[config.mk]
export PLATFORM = sky130hd
export DESIGN_NAME = spi_fb_slave
export DESIGN_NICKNAME = d
export VERILOG_FILES = /design/src/rtl/spi_fb_pkg.sv /design/src/rtl/spi_sync_edge.sv /design/src/rtl/spi_fb_slave.sv
export SDC_FILE = /design/constraint.sdc
export NUM_CORES = 1
export LEC_CHECK = 0
export CAP_MARGIN = 10
export CORE_ASPECT_RATIO = 1.4
export CORE_UTILIZATION = 59
export DETAILED_ROUTE_END_ITERATION = 8
export HOLD_SLACK_MARGIN = 0.02
export PLACE_DENSITY = 0.93
export SLEW_MARGIN = 20
export SYNTH_ARGS = -nofsm -noshare
export SYNTH_HDL_FRONTEND = slang
export SYNTH_HIERARCHICAL = 1
export SYNTH_SLANG_ARGS = --single-unit
export TNS_END_PERCENT = 1
[constraint.sdc]
create_clock -name clk -period 4.2 [get_ports clk]
set_clock_uncertainty 0.2 [all_clocks]
set_input_delay 0.84 -clock clk [delete_from_list [all_inputs] [get_ports clk]]
set_output_delay 0.84 -clock clk [all_outputs]
set_load 0.05 [all_outputs]
[src/rtl/spi_fb_pkg.sv]
// spi_fb_pkg: shared types and constants for the SPI framebuffer slave.
//   spi_fb_state_t : protocol FSM states
//   CMD_*          : command byte values recognised in the first byte of a frame
package spi_fb_pkg;

   typedef enum logic [2:0] {
      StIdle,
      StCmd,
      StAddrHi,
      StAddrLo,
      StData,
      StStatus,
      StIgnore
   } spi_fb_state_t;

   localparam logic [7:0] CMD_WRITE  = 8'h01;
   localparam logic [7:0] CMD_STATUS = 8'h02;
   localparam logic [7:0] CMD_SWAP   = 8'h03;

endpackage

[src/rtl/spi_sync_edge.sv]
// spi_sync_edge: multi-flop synchronizer for one asynchronous input plus
// rise/fall detection on the synchronized value.
//   clk, reset : system clock, synchronous active-high reset
//   din        : asynchronous input
//   sync       : synchronized level
//   rise, fall : one-cycle pulses on synchronized edges
module spi_sync_edge #(
   parameter int unsigned STAGES    = 2,
   parameter logic        RESET_VAL = 1'b0
) (
   input  logic clk,
   input  logic reset,
   input  logic din,
   output logic sync,
   output logic rise,
   output logic fall
);

   logic [STAGES-1:0] chain_q;
   logic              prev_q;

   always_ff @(posedge clk) begin
      if (reset) begin
         chain_q <= {STAGES{RESET_VAL}};
         prev_q  <= RESET_VAL;
      end else begin
         chain_q <= {chain_q[STAGES-2:0], din};
         prev_q  <= chain_q[STAGES-1];
      end
   end

   assign sync = chain_q[STAGES-1];
   assign rise = sync & ~prev_q;
   assign fall = ~sync & prev_q;

endmodule

[src/rtl/spi_fb_slave.sv]
// spi_fb_slave: SPI mode-0 slave that parses framed commands and writes packed
// pixel words into the framebuffer write port.
//   clk, reset                 : system clock, synchronous active-high reset
//   spi_sclk/mosi/ss_n         : asynchronous SPI inputs
//   spi_miso, spi_miso_oe      : SPI data out and its tristate enable
//   fb_we, fb_addr, fb_wdata   : framebuffer write port (one-cycle strobe)
//   status_in                  : byte returned by the STATUS command
//   swap_req                   : one-cycle buffer swap request
//   err_cnt                    : saturating count of unknown commands
module spi_fb_slave
   import spi_fb_pkg::*;
#(
   parameter int unsigned PIXEL_BYTES = 3,
   parameter int unsigned ADDR_W      = 11,
   parameter int unsigned SYNC_STAGES = 2
) (
   input  logic                     clk,
   input  logic                     reset,
   input  logic                     spi_sclk,
   input  logic                     spi_mosi,
   input  logic                     spi_ss_n,
   output logic                     spi_miso,
   output logic                     spi_miso_oe,
   output logic                     fb_we,
   output logic [ADDR_W-1:0]        fb_addr,
   output logic [8*PIXEL_BYTES-1:0] fb_wdata,
   input  logic [7:0]               status_in,
   output logic                     swap_req,
   output logic [7:0]               err_cnt
);

   localparam int unsigned PW = 8 * PIXEL_BYTES;

   logic sclk_sync_unused, sclk_rise, sclk_fall;
   logic mosi_s, mosi_rise_unused, mosi_fall_unused;
   logic ss_s, ss_rise, ss_fall;

   spi_sync_edge #(.STAGES(SYNC_STAGES), .RESET_VAL(1'b0)) u_sync_sclk (
      .clk   (clk),
      .reset (reset),
      .din   (spi_sclk),
      .sync  (sclk_sync_unused),
      .rise  (sclk_rise),
      .fall  (sclk_fall)
   );

   spi_sync_edge #(.STAGES(SYNC_STAGES), .RESET_VAL(1'b0)) u_sync_mosi (
      .clk   (clk),
      .reset (reset),
      .din   (spi_mosi),
      .sync  (mosi_s),
      .rise  (mosi_rise_unused),
      .fall  (mosi_fall_unused)
   );

   spi_sync_edge #(.STAGES(SYNC_STAGES), .RESET_VAL(1'b1)) u_sync_ss (
      .clk   (clk),
      .reset (reset),
      .din   (spi_ss_n),
      .sync  (ss_s),
      .rise  (ss_rise),
      .fall  (ss_fall)
   );

   spi_fb_state_t     state_q, state_d;
   logic [2:0]        bit_cnt_q, bit_cnt_d;
   logic [7:0]        shreg_q, shreg_d;
   logic [7:0]        addr_hi_q, addr_hi_d;
   logic [ADDR_W-1:0] addr_q, addr_d;
   logic [PW-1:0]     pix_q, pix_d;
   logic [1:0]        pix_cnt_q, pix_cnt_d;
   logic [7:0]        miso_q, miso_d;
   logic              we_q, we_d;
   logic [ADDR_W-1:0] fb_addr_q, fb_addr_d;
   logic [PW-1:0]     fb_wdata_q, fb_wdata_d;
   logic              swap_q, swap_d;
   logic [7:0]        err_q, err_d;

   logic [7:0]  rx_byte;
   logic        byte_done;
   logic [PW-1:0] word;
   logic [15:0] full_addr;

   always_comb begin
      state_d    = state_q;
      bit_cnt_d  = bit_cnt_q;
      shreg_d    = shreg_q;
      addr_hi_d  = addr_hi_q;
      addr_d     = addr_q;
      pix_d      = pix_q;
      pix_cnt_d  = pix_cnt_q;
      miso_d     = miso_q;
      we_d       = 1'b0;
      fb_addr_d  = fb_addr_q;
      fb_wdata_d = fb_wdata_q;
      swap_d     = 1'b0;
      err_d      = err_q;

      rx_byte   = {shreg_q[6:0], mosi_s};
      byte_done = (state_q != StIdle) && sclk_rise && (bit_cnt_q == 3'd7);
      word      = pix_q << 8;
      word[7:0] = rx_byte;
      full_addr = {addr_hi_q, rx_byte};

      // Deselect beats everything, including a byte completing this cycle.
      if (ss_rise) begin
         state_d = StIdle;
      end else if (state_q == StIdle) begin
         if (ss_fall) begin
            state_d   = StCmd;
            bit_cnt_d = 3'd0;
            shreg_d   = 8'h00;
            pix_cnt_d = 2'd0;
         end
      end else begin
         if (sclk_rise) begin
            shreg_d   = rx_byte;
            bit_cnt_d = bit_cnt_q + 3'd1;
         end
         // The falling edge that follows a byte boundary must not shift, so the
         // MSB loaded at the boundary is still on MISO at the next rising edge.
         if (sclk_fall && (state_q == StStatus) && (bit_cnt_q != 3'd0)) begin
            miso_d = {miso_q[6:0], 1'b0};
         end
         if (byte_done) begin
            case (state_q)
               StCmd: begin
                  if (rx_byte == CMD_WRITE) begin
                     state_d = StAddrHi;
                  end else if (rx_byte == CMD_STATUS) begin
                     state_d = StStatus;
                     miso_d  = status_in;
                  end else if (rx_byte == CMD_SWAP) begin
                     state_d = StIgnore;
                     swap_d  = 1'b1;
                  end else begin
                     state_d = StIgnore;
                     if (err_q != 8'hFF) err_d = err_q + 8'd1;
                  end
               end
               StAddrHi: begin
                  addr_hi_d = rx_byte;
                  state_d   = StAddrLo;
               end
               StAddrLo: begin
                  addr_d  = full_addr[ADDR_W-1:0];
                  state_d = StData;
               end
               StData: begin
                  pix_d = word;
                  if (pix_cnt_q == 2'(PIXEL_BYTES - 1)) begin
                     we_d       = 1'b1;
                     fb_addr_d  = addr_q;
                     fb_wdata_d = word;
                     addr_d     = addr_q + ADDR_W'(1);
                     pix_cnt_d  = 2'd0;
                  end else begin
                     pix_cnt_d = pix_cnt_q + 2'd1;
                  end
               end
               StStatus: miso_d = 8'h00;
               default: ;
            endcase
         end
      end
   end

   always_ff @(posedge clk) begin
      if (reset) begin
         state_q    <= StIdle;
         bit_cnt_q  <= 3'd0;
         shreg_q    <= 8'h00;
         addr_hi_q  <= 8'h00;
         addr_q     <= '0;
         pix_q      <= '0;
         pix_cnt_q  <= 2'd0;
         miso_q     <= 8'h00;
         we_q       <= 1'b0;
         fb_addr_q  <= '0;
         fb_wdata_q <= '0;
         swap_q     <= 1'b0;
         err_q      <= 8'h00;
      end else begin
         state_q    <= state_d;
         bit_cnt_q  <= bit_cnt_d;
         shreg_q    <= shreg_d;
         addr_hi_q  <= addr_hi_d;
         addr_q     <= addr_d;
         pix_q      <= pix_d;
         pix_cnt_q  <= pix_cnt_d;
         miso_q     <= miso_d;
         we_q       <= we_d;
         fb_addr_q  <= fb_addr_d;
         fb_wdata_q <= fb_wdata_d;
         swap_q     <= swap_d;
         err_q      <= err_d;
      end
   end

   assign spi_miso    = (state_q == StStatus) & miso_q[7];
   assign spi_miso_oe = ~ss_s;
   assign fb_we       = we_q;
   assign fb_addr     = fb_addr_q;
   assign fb_wdata    = fb_wdata_q;
   assign swap_req    = swap_q;
   assign err_cnt     = err_q;

endmodule
* Word-level counts from Yosys, hierarchy flattened
Cells that the tools add are included.
** Storage, ports and cells
- Bits in read-only memories :: 0
- Word-level logic and storage cells :: 102
- Register bits :: 106
- Input port bits :: 13
- Bits in latches :: 0
- Memories kept :: 0
- Output and inout port bits :: 47
- Bits in writable memories :: 0
** Operators by class
- Multiply operators :: 0
- Mux-type cells :: 26
- Order comparisons :: 0
- Divide/modulo/power cells :: 0
- Equal/unequal tests :: 13
- $add $sub $neg :: 4
- Reductions and logical operators :: 24
- Shift-type cells :: 0
- Bitwise operators :: 17
** Operators with widths (count)
- $mux 8 :: 4
- $pmux 11 s2 :: 1
- $mux 3 :: 7
- $mux 7 :: 3
- $eq 8x2->1 const B :: 2
- $pmux 8 s2 :: 1
- $mux 2 :: 6
- $not 1->1 :: 12
- $reduce_and 4->1 :: 3
- $add 11x1->11 const B :: 1
- $mux 11 :: 1
- $reduce_and 5->1 :: 2
- $eq 3x3->1 const B :: 3
- $pmux 3 s3 :: 1
- $add 8x1->8 const B :: 1
- $eq 8x1->1 const B :: 1
- $ne 8x8->1 const B :: 1
- $reduce_and 8->1 :: 1
- $reduce_bool 2->1 :: 4
- $reduce_or 7->1 :: 1
- $eq 3x2->1 const B :: 2
- $reduce_and 3->1 :: 2
- $reduce_bool 3->1 :: 2
- $and 1x1->1 :: 5
- 12 further kinds :: 17

* Depth between registers and ports, before layout
Gate-level depths: netlist (run 1).
- Depth in word-level cells :: 9
- Mapped depth :: 11
- Gate-level depth less buffers :: 7

* Hierarchy
The synthesis (run 1) kept the hierarchy.
** Modules (own cells, without submodules)
- spi_fb_slave :: seq. area each 1961.9 sq um, cells each 523, area an instance 4255.3 sq um, instances 1
- spi_sync_edge at u_sync_mosi ... :: seq. area each 60.1 sq um, cells each 8, area an instance 91.3 sq um, instances 2
- spi_sync_edge at u_sync_ss :: seq. area each 60.1 sq um, cells each 8, area an instance 92.6 sq um, instances 1

* Worst setup path before layout (run 1)
Ideal clock, no wire load.
- Path type :: flip-flop to flip-flop
- Start :: register bit_cnt_q[0]
- End :: register fb_wdata_q[6], in the netlist fb_wdata[6]
- Path slack :: 2057 ps
- Arrival :: 1811 ps
- Required time :: 3868 ps
- Stages on the path, launching flop included :: 12
- Library setup time :: 132 ps
- Buffers on the path :: 4
- Period minus slack after synthesis :: 2143 ps
- Path through :: dfxtp_1 ha_1 ha_1 and2_1 buf_2 and3_1 buf_2 and2_1 buf_4 buf_4 nand2_1 a21oi_1
** Between the ends
- Cells in the longest elaborated chain, start to end :: 3
** RTL lines
- start, declared :: RTL line spi_fb_slave.sv:66 : logic [2:0] bit_cnt_q, bit_cnt_d;
- start signal, assigned :: RTL line spi_fb_slave.sv:185 : bit_cnt_q <= bit_cnt_d;
- $eq 3x3->1 :: RTL line spi_fb_slave.sv:100 : byte_done = (state_q != StIdle) && sclk_rise && (bit_cnt_q == 3'd7);
- $logic_and 1x1->1 :: RTL line spi_fb_slave.sv:100
- $reduce_and 5->1 (no source line)
- end signal, assigned :: RTL line spi_fb_slave.sv:194 : fb_wdata_q <= fb_wdata_d;
- end, declared :: RTL line spi_fb_slave.sv:75 : logic [PW-1:0] fb_wdata_q, fb_wdata_d;
No other way between the ends.
A chain may end at the register's enable or synchronous reset.

* Worst setup path in the final report (run 1)
- Start :: register state_q[2]
- End :: output port spi_miso
** Between the ends
- Cells in the longest elaborated chain, start to end :: 2
** RTL lines
- start, declared :: RTL line spi_fb_slave.sv:65 : spi_fb_state_t state_q, state_d;
- start signal, assigned :: RTL line spi_fb_slave.sv:170 : state_q <= StIdle;
- start signal, assigned :: RTL line spi_fb_slave.sv:184 : state_q <= state_d;
- $eq 3x3->1 :: RTL line spi_fb_slave.sv:200 : assign spi_miso = (state_q == StStatus) & miso_q[7];
- $and 1x1->1 :: RTL line spi_fb_slave.sv:200
- end, declared :: RTL line spi_fb_slave.sv:22 : output logic spi_miso,
No other way between the ends.

==> summary.md, run 1 <==
| Metric | Value |
|---|---|
| Outcome | `completed` |
| Fin util | `between 70% and 80%` |
| Hold Path Depth | `1` |
| WHS | `215 ps` |
| Hold Crit Start | `u_sync_ss/chain_q[0]` |
| CTS Sinks | `about 110` |
| Clock-pin slew on the worst setup and hold paths | `about 100 ps` |
| CTS buffer count | `9` |
| Total Wirelength | `roughly 9.8 mm` |
| CTS tree | `yes` |
| WP data arrival | `about 2100 ps` |
| Setup_tns | `0 ps` |
| Net Sw Frac | `23.5%` |
| Clock Tree Root | `clkbuf_8` |
| Initial DRT Pass Iterations | `6` |
| Global routing usage on met2 | `between 40% and 50%` |
| Worst Hold End | `u_sync_ss/chain_q[1]` |
| DRC | `0` |
| DR vias/cell | `between 5 and 6` |
| IO Port Bufs | `between 50 and 60` |
| Final hold violation count | `0` |
| Slew margin rel. | `40.1%` |
| Vias in the first global route | `3627` |
| GR Util All Layers | `25.9%` |
| CP Data Required Time | `approximately 3200 ps` |
| Site Rows | `37` |
| Die width | `approximately 76 µm` |
| Initial core utilization | `61.0%` |
| Synthesized area | `around 4500 µm²` |
| Finish-stage setup viols | `0` |
| Crit path max fanout | `14` |
| I/O Pins | `60` |
| Actual slew at the worst max-slew pin | `between 800 and 900 ps` |
| Fmax | `around 0.32 GHz` |
| Worst Setup Start Kind | `flip-flop` |
| Die ar. | `between 7000 and 8000 µm²` |
| Final min period | `3140 ps` |
| Cell count after placement | `667` |
| Clock share of power | `37.6%` |
| Die Ht | `around 110 µm` |
| Finished Layout Cells | `between 600 and 700` |
| Ys Warns | `6` |
| Initial antenna violation count | `0` |
| Clock Latency Late Sink | `approximately 370 ps` |
| Avg Cell Area, Syn | `8.27 µm²` |
| Int Pwr | `~1.3 mW` |
| Max Cap Violations | `0` |
| WP buf/inv | `1` |
| Grt ovf | `0` |
| Final Cycle Share | `74.9%` |
| H-tree depth | `3` |
| Antenna-violating nets left | `0` |
| Worst Reg-to-Reg Cells | `6` |
| PD cells | `approximately 330 nW/µm²` |
| Worst path slowest cell | `clkdlybuf4s50_1` |
| Slew Limit Fails | `0` |
| Lkg Pwr | `1.81 nW` |
| CP top delay family | `buffers and inverters` |
| M1 GR Usage | `a little under a third` |
| Vias | `~4000` |
| Floorplan core area | `roughly 7400 µm²` |
| Layout area overhead | `17.4%` |
| Type of the tightest min-delay check | `reg -> reg` |
| Logic gate share of total power | `3.4%` |
| Reg-to-Reg End | `fb_addr[4]` |
| Max rail drop VDD | `approximately 0.21 mV` |
| Routed wire per std cell | `14.3 µm` |
| DRT iter0 DRCs | `about 400` |
| Synth Instances | `~540` |
| Worst setup margin | `approximately 1100 ps` |
| Reg2Reg Setup Slack | `roughly 1100 ps` |
| Sequential share of power | `between 50% and 60%` |
| Fin nets | `roughly 600` |
| Setup crit end kind | `output port` |
| Global-route wire length before repair | `roughly 16 mm` |
| # resized after CTS | `0` |
| Crit path cell chain | `and4_1 > clkdlybuf4s50_1` |
| Post-Syn Nets | `approximately 560` |
| Placed cell areas | `roughly 5000 µm²` |
| RSZ-0062 raised after global routing | `no` |
| Pre-CTS WS | `between 1000 and 1500 ps` |
| Fraction of layout cells with a size suffix above 1 | `around 7%` |
| Diodes inserted | `0` |
| Largest net degree at the start of global routing | `57` |
| Slowest stage delay, CP | `800 ps` |
| Post-route cell area | `around 5300 µm²` |
| Post-CTS setup buffers | `0` |
| CTS Hold Bufs | `0` |
| GPL Wtd Cong | `0.875` |
| Met3 Usage GRT | `about 5.1%` |
| HPWL Detailed | `~6.5 mm` |
| Global route hottest layer | `met2` |
| CTS max path bufs | `2` |
| Tot Pwr | `1.73 mW` |
| Crit Path Class | `reg -> out` |
| Reg2reg start | `state_q[2]` |
| Switching Power | `between 0.4 and 0.5 mW` |
==> worst max-delay path by stage <==
stage / to / start / slack, ps / cells past startpoint
2_1_floorplan: fb_wdata[6] / bit_cnt_q[0] / 2060 / 11
3_3_place_gp: fb_addr[10] / bit_cnt_q[0] / 1390 / 8
3_5_place_dp: fb_addr[4] / bit_cnt_q[1] / 1270 / 8
4_1_cts: spi_miso / state_q[0] / 1070 / 2
5_1_grt: spi_miso / state_q[0] / 970 / 2
6_report: spi_miso / state_q[2] / 1060 / 2
==> metal layers <==
| layer | part of all wire (%) | vias to the layer above |
|---|---|---|
| met1 | 40 | 1851 |
| met4 | 2.8 | 0 |
| met2 | 52 | 156 |
| met3 | 4.8 | 32 |
| li1 | - | 1944 |
| met5 | 0 | - |
==> flip-flops by register name, indices dropped and copies added, names as in the netlist, 3 cells and up <==
signal	cells
fb_wdata	24
pix_q	16
addr_q	11
fb_addr	11
err_cnt	8
miso_q	8
shreg_q	7
addr_hi_q	3
bit_cnt_q	3
state_q	3
==> power groups by stage <==
stage	combinational [mW]	sequential, mW	clock, mW
2_1_floorplan	0.0419	1.04	0
3_3_place_gp	0.0564	1.04	0
3_5_place_dp	0.0584	1.04	0
4_1_cts	0.0589	1.02	0.656
5_1_grt	0.0659	1.02	0.707
6_report	0.0595	1.02	0.651
==> cell type report <==
type                       count  area [µm²]
clock buffer                   9         124
clock inverter                 7        83.8
fill                         543        2090
inverter                       7        26.3
multi-input combinational    394        2180
sequential                   106        2120
tap                           97         121
timing repair buffer          63         616
==> placed cells by master, fill, tap and decap left out, drive strengths merged, types with 6 or more instances in the layout <==
cell	instances
mux2	7
inv	10
nor2b	11
a22oi	9
or2	7
nor2	36
mux2i	7
dfxtp	106
and2	6
nand2	123
or3	6
clkdlybuf4s50	58
o21ai	11
nor3	21
clkbuf	9
a21oi	71
a221oi	6
nand3	14
(Power assumes the default switching activity.)
==> run 2: changes to the inputs <==
CORE_UTILIZATION = 49   (was 59)
PLACE_DENSITY = 0.83   (was 0.93)
clock period = 2.7 ns   (was 4.2 ns; I/O delays follow)
==> run 2 against run 1 <==
Against the previous run:
- die area up 20%
- flip-flop and latch count is the same
- worst hold slack lost 0.60 ps
- combinational power grew 64%
- sequential share of layout area decreased by 1.2 points
- setup slack lost 750 ps
- clock-buffer cell count stayed put
- non-clock buffer count rose by 9
==> summary.md, run 2 (synthesis gave the netlist of run 1 again) <==
| Metric | Value |
|---|---|
| CTS Sinks | `106 (unchanged)` |
| Fraction of layout cells with a size suffix above 1 | `8.42% (+1.3 points)` |
| Crit Path Class | `reg -> reg` |
| Initial DRT Pass Iterations | `5 (-1)` |
| Final min period | `~2400 ps` |
| Outcome | `completed` |
| Max Cap Violations | `0 (unchanged)` |
| Logic gate share of total power | `3.3% (about the same)` |
| Reg2reg start | `u_sync_sclk/chain_q[1]` |
| Max rail drop VDD | `0.410 mV (+98%)` |
| CTS max path bufs | `2 (unchanged)` |
| WP data arrival | `2470 ps (+370 ps)` |
| Setup crit end | `err_cnt[4]` |
| HPWL Detailed | `6.90 mm (+5.6%)` |
| Setup_tns | `0 ps (unchanged)` |
| Setup crit end kind | `flip-flop` |
| Clock Tree Root | `clkbuf_16` |
| RSZ-0062 raised after global routing | `no` |
| Final hold violation count | `0 (unchanged)` |
| CP top delay family | `simple AND/OR/NAND/NOR gates` |
| Reg-to-Reg End | `err_cnt[4]` |
| Fmax | `0.418 GHz` |
| Layout area overhead | `21.2%` |
| CP Data Required Time | `2780 ps (-380 ps)` |
| DR vias/cell | `5.66 (-2.9%)` |
| Total Wirelength | `9.87 mm (+0.75%)` |
| IO Port Bufs | `59 (unchanged)` |
| Type of the tightest min-delay check | `reg -> reg` |
| Clock Latency Late Sink | `350 ps (-20 ps)` |
| Worst Reg-to-Reg Cells | `6 (unchanged)` |
| DRC | `0 (unchanged)` |
| Net Sw Frac | `21.5% (-2.0 points)` |
| Int Pwr | `2.33 mW (+76%)` |
| Post-CTS setup buffers | `0 (unchanged)` |
| Clock share of power | `43.4% (+5.8 points)` |
| Fin nets | `608 (+1.5%)` |
| Crit path from | `u_sync_sclk/chain_q[1]` |
| CTS buffer count | `9 (unchanged)` |
| CTS tree | `yes` |
| GR Util All Layers | `21.2% (-4.7 points)` |
| Die width | `82.9 µm (+9.5%)` |
| Tot Pwr | `2.98 mW (+72%)` |
| # resized after CTS | `0 (unchanged)` |
| Slowest stage delay, CP | `410 ps (-390 ps)` |
| Die ar. | `9560 µm² (+20%)` |
| Vias | `3971 (-0.30%)` |
| # fillers | `765 (+41%)` |
| Commonest non-fill, non-tap cell in the layout | `nand2_1` |
| Cell count after placement | `686 (+2.8%)` |
| Lkg Pwr | `1.90 nW (+4.9%)` |
| Die Ht | `115 µm (+9.5%)` |
| H-tree depth | `3 (unchanged)` |
| Fin util | `60.6% (-11 points)` |
| Finished Layout Cells | `701 (+2.6%)` |
| Worst Setup Start Kind | `flip-flop` |
| Reg2Reg Setup Slack | `310 ps (-810 ps)` |
| Diodes inserted | `0 (unchanged)` |
| Final Cycle Share | `roughly 90%` |
| Actual slew at the worst max-slew pin | `670 ps (-228 ps)` |
| Initial core utilization | `50.0% (-11 points)` |
| Vias in the first global route | `3649 (+0.61%)` |
| GPL Wtd Cong | `0.861 (-1.6%)` |
| Slew Limit Fails | `0 (unchanged)` |
| DRT iter0 DRCs | `243 (-41%)` |
| Crit path max fanout | `6 (-8)` |
| WP buf/inv | `0 (-1)` |
| Site Rows | `41 (+11%)` |
| Slew margin rel. | `55.3% (+15 points)` |
| Antenna-violating nets left | `0 (unchanged)` |
| Most frequent cells in the layout | `123 x nand2_1, 106 x dfxtp_1, 71 x a21oi_1` |
| Initial antenna violation count | `0 (unchanged)` |
| Stages on worst setup path | `6 (+4)` |
| Floorplan core area | `8980 µm² (+22%)` |
| I/O Pins | `60 (unchanged)` |
| Finish-stage setup viols | `0 (unchanged)` |
| WHS | `214 ps (-0.598 ps)` |
| Grt ovf | `0 (unchanged)` |
| Flip-flop count of the largest register after layout | `24 (unchanged)` |
| Switching Power | `0.641 mW (+58%)` |
| Crit path cell chain | `nor2b_1 > nand4b_2 > nor3_2 > nand3_1 > or3_1 > a21oi_1` |
| Clock-pin slew on the worst setup and hold paths | `70 ps (-30 ps)` |
| Worst path slowest cell | `or3_1` |
| Sequential share of power | `53.4% (-5.6 points)` |
| Largest net degree at the start of global routing | `40 (-30%)` |
| PD cells | `547 nW/µm² (+67%)` |
| Routed wire per std cell | `14.1 µm (-1.8%)` |
| CTS Hold Bufs | `0 (unchanged)` |
| Global-route wire length before repair | `16.5 mm (+2.4%)` |
## run 2: area by class of cell
class                           count  area (µm²)  share of cell area, %
Multi-Input combinational cell    394        2180                   40.0
Sequential cell                   106        2120                   39.0
Timing Repair Buffer               72         693                   12.7
Clock buffer                        9         225                   4.14
Tap cell                          107         134                   2.46
Clock inverter                      6        65.1                   1.20
Inverter                            7        26.3                  0.483
## run 2: metal layers
| layer | up-vias | track usage, % | wire length, µm |
|---|---|---|---|
| met5 | - | 0 | 0 |
| met1 | 1882 | 23.5 | 3960 |
| met4 | 0 | 11.5 | 287 |
| met2 | 103 | 38.1 | 5260 |
| li1 | 1964 | - | - |
| met3 | 22 | 4.45 | 359 |
## run 2: worst register-to-register path, cell delays in order, from the launching register on
cell and delay (ps):
dfxtp_1 340, nor2b_1 350, nand4b_2 260, nor3_2 340, nand3_1 270, or3_1 410, a21oi_1 150
## run 2: how the worst min path moves through the flow
stage	startpoint	end	slack (ps)	depth (start not counted)
global placement	u_sync_ss/chain_q[0]	u_sync_ss/chain_q[1]	190	1
floorplan	u_sync_ss/chain_q[0]	u_sync_ss/chain_q[1]	180	1
finish	u_sync_ss/chain_q[0]	u_sync_ss/chain_q[1]	210	1
global route	u_sync_ss/chain_q[0]	u_sync_ss/chain_q[1]	250	1
detailed placement	u_sync_ss/chain_q[0]	u_sync_ss/chain_q[1]	200	1
CTS	u_sync_ss/chain_q[0]	u_sync_ss/chain_q[1]	210	1
## run 2: stage by stage
step | worst slack, ps | cell area (µm²)
2_1_floorplan | 557 | 4490
3_3_place_gp | 451 | 5150
3_5_place_dp | 364 | 5150
4_1_cts | 312 | 5440
5_1_grt | 68.1 | 5440
6_report | 310 | 5440
## run 2: power groups by stage
stage                     clock network, mW  registers, mW  logic (mW)
after floorplan                           0           1.62      0.0651
after global placement                    0           1.62      0.0924
final                                  1.29           1.59      0.0974
after detailed placement                  0           1.62      0.0965
after global routing                   1.37           1.59       0.107
after CTS                              1.31           1.59      0.0972
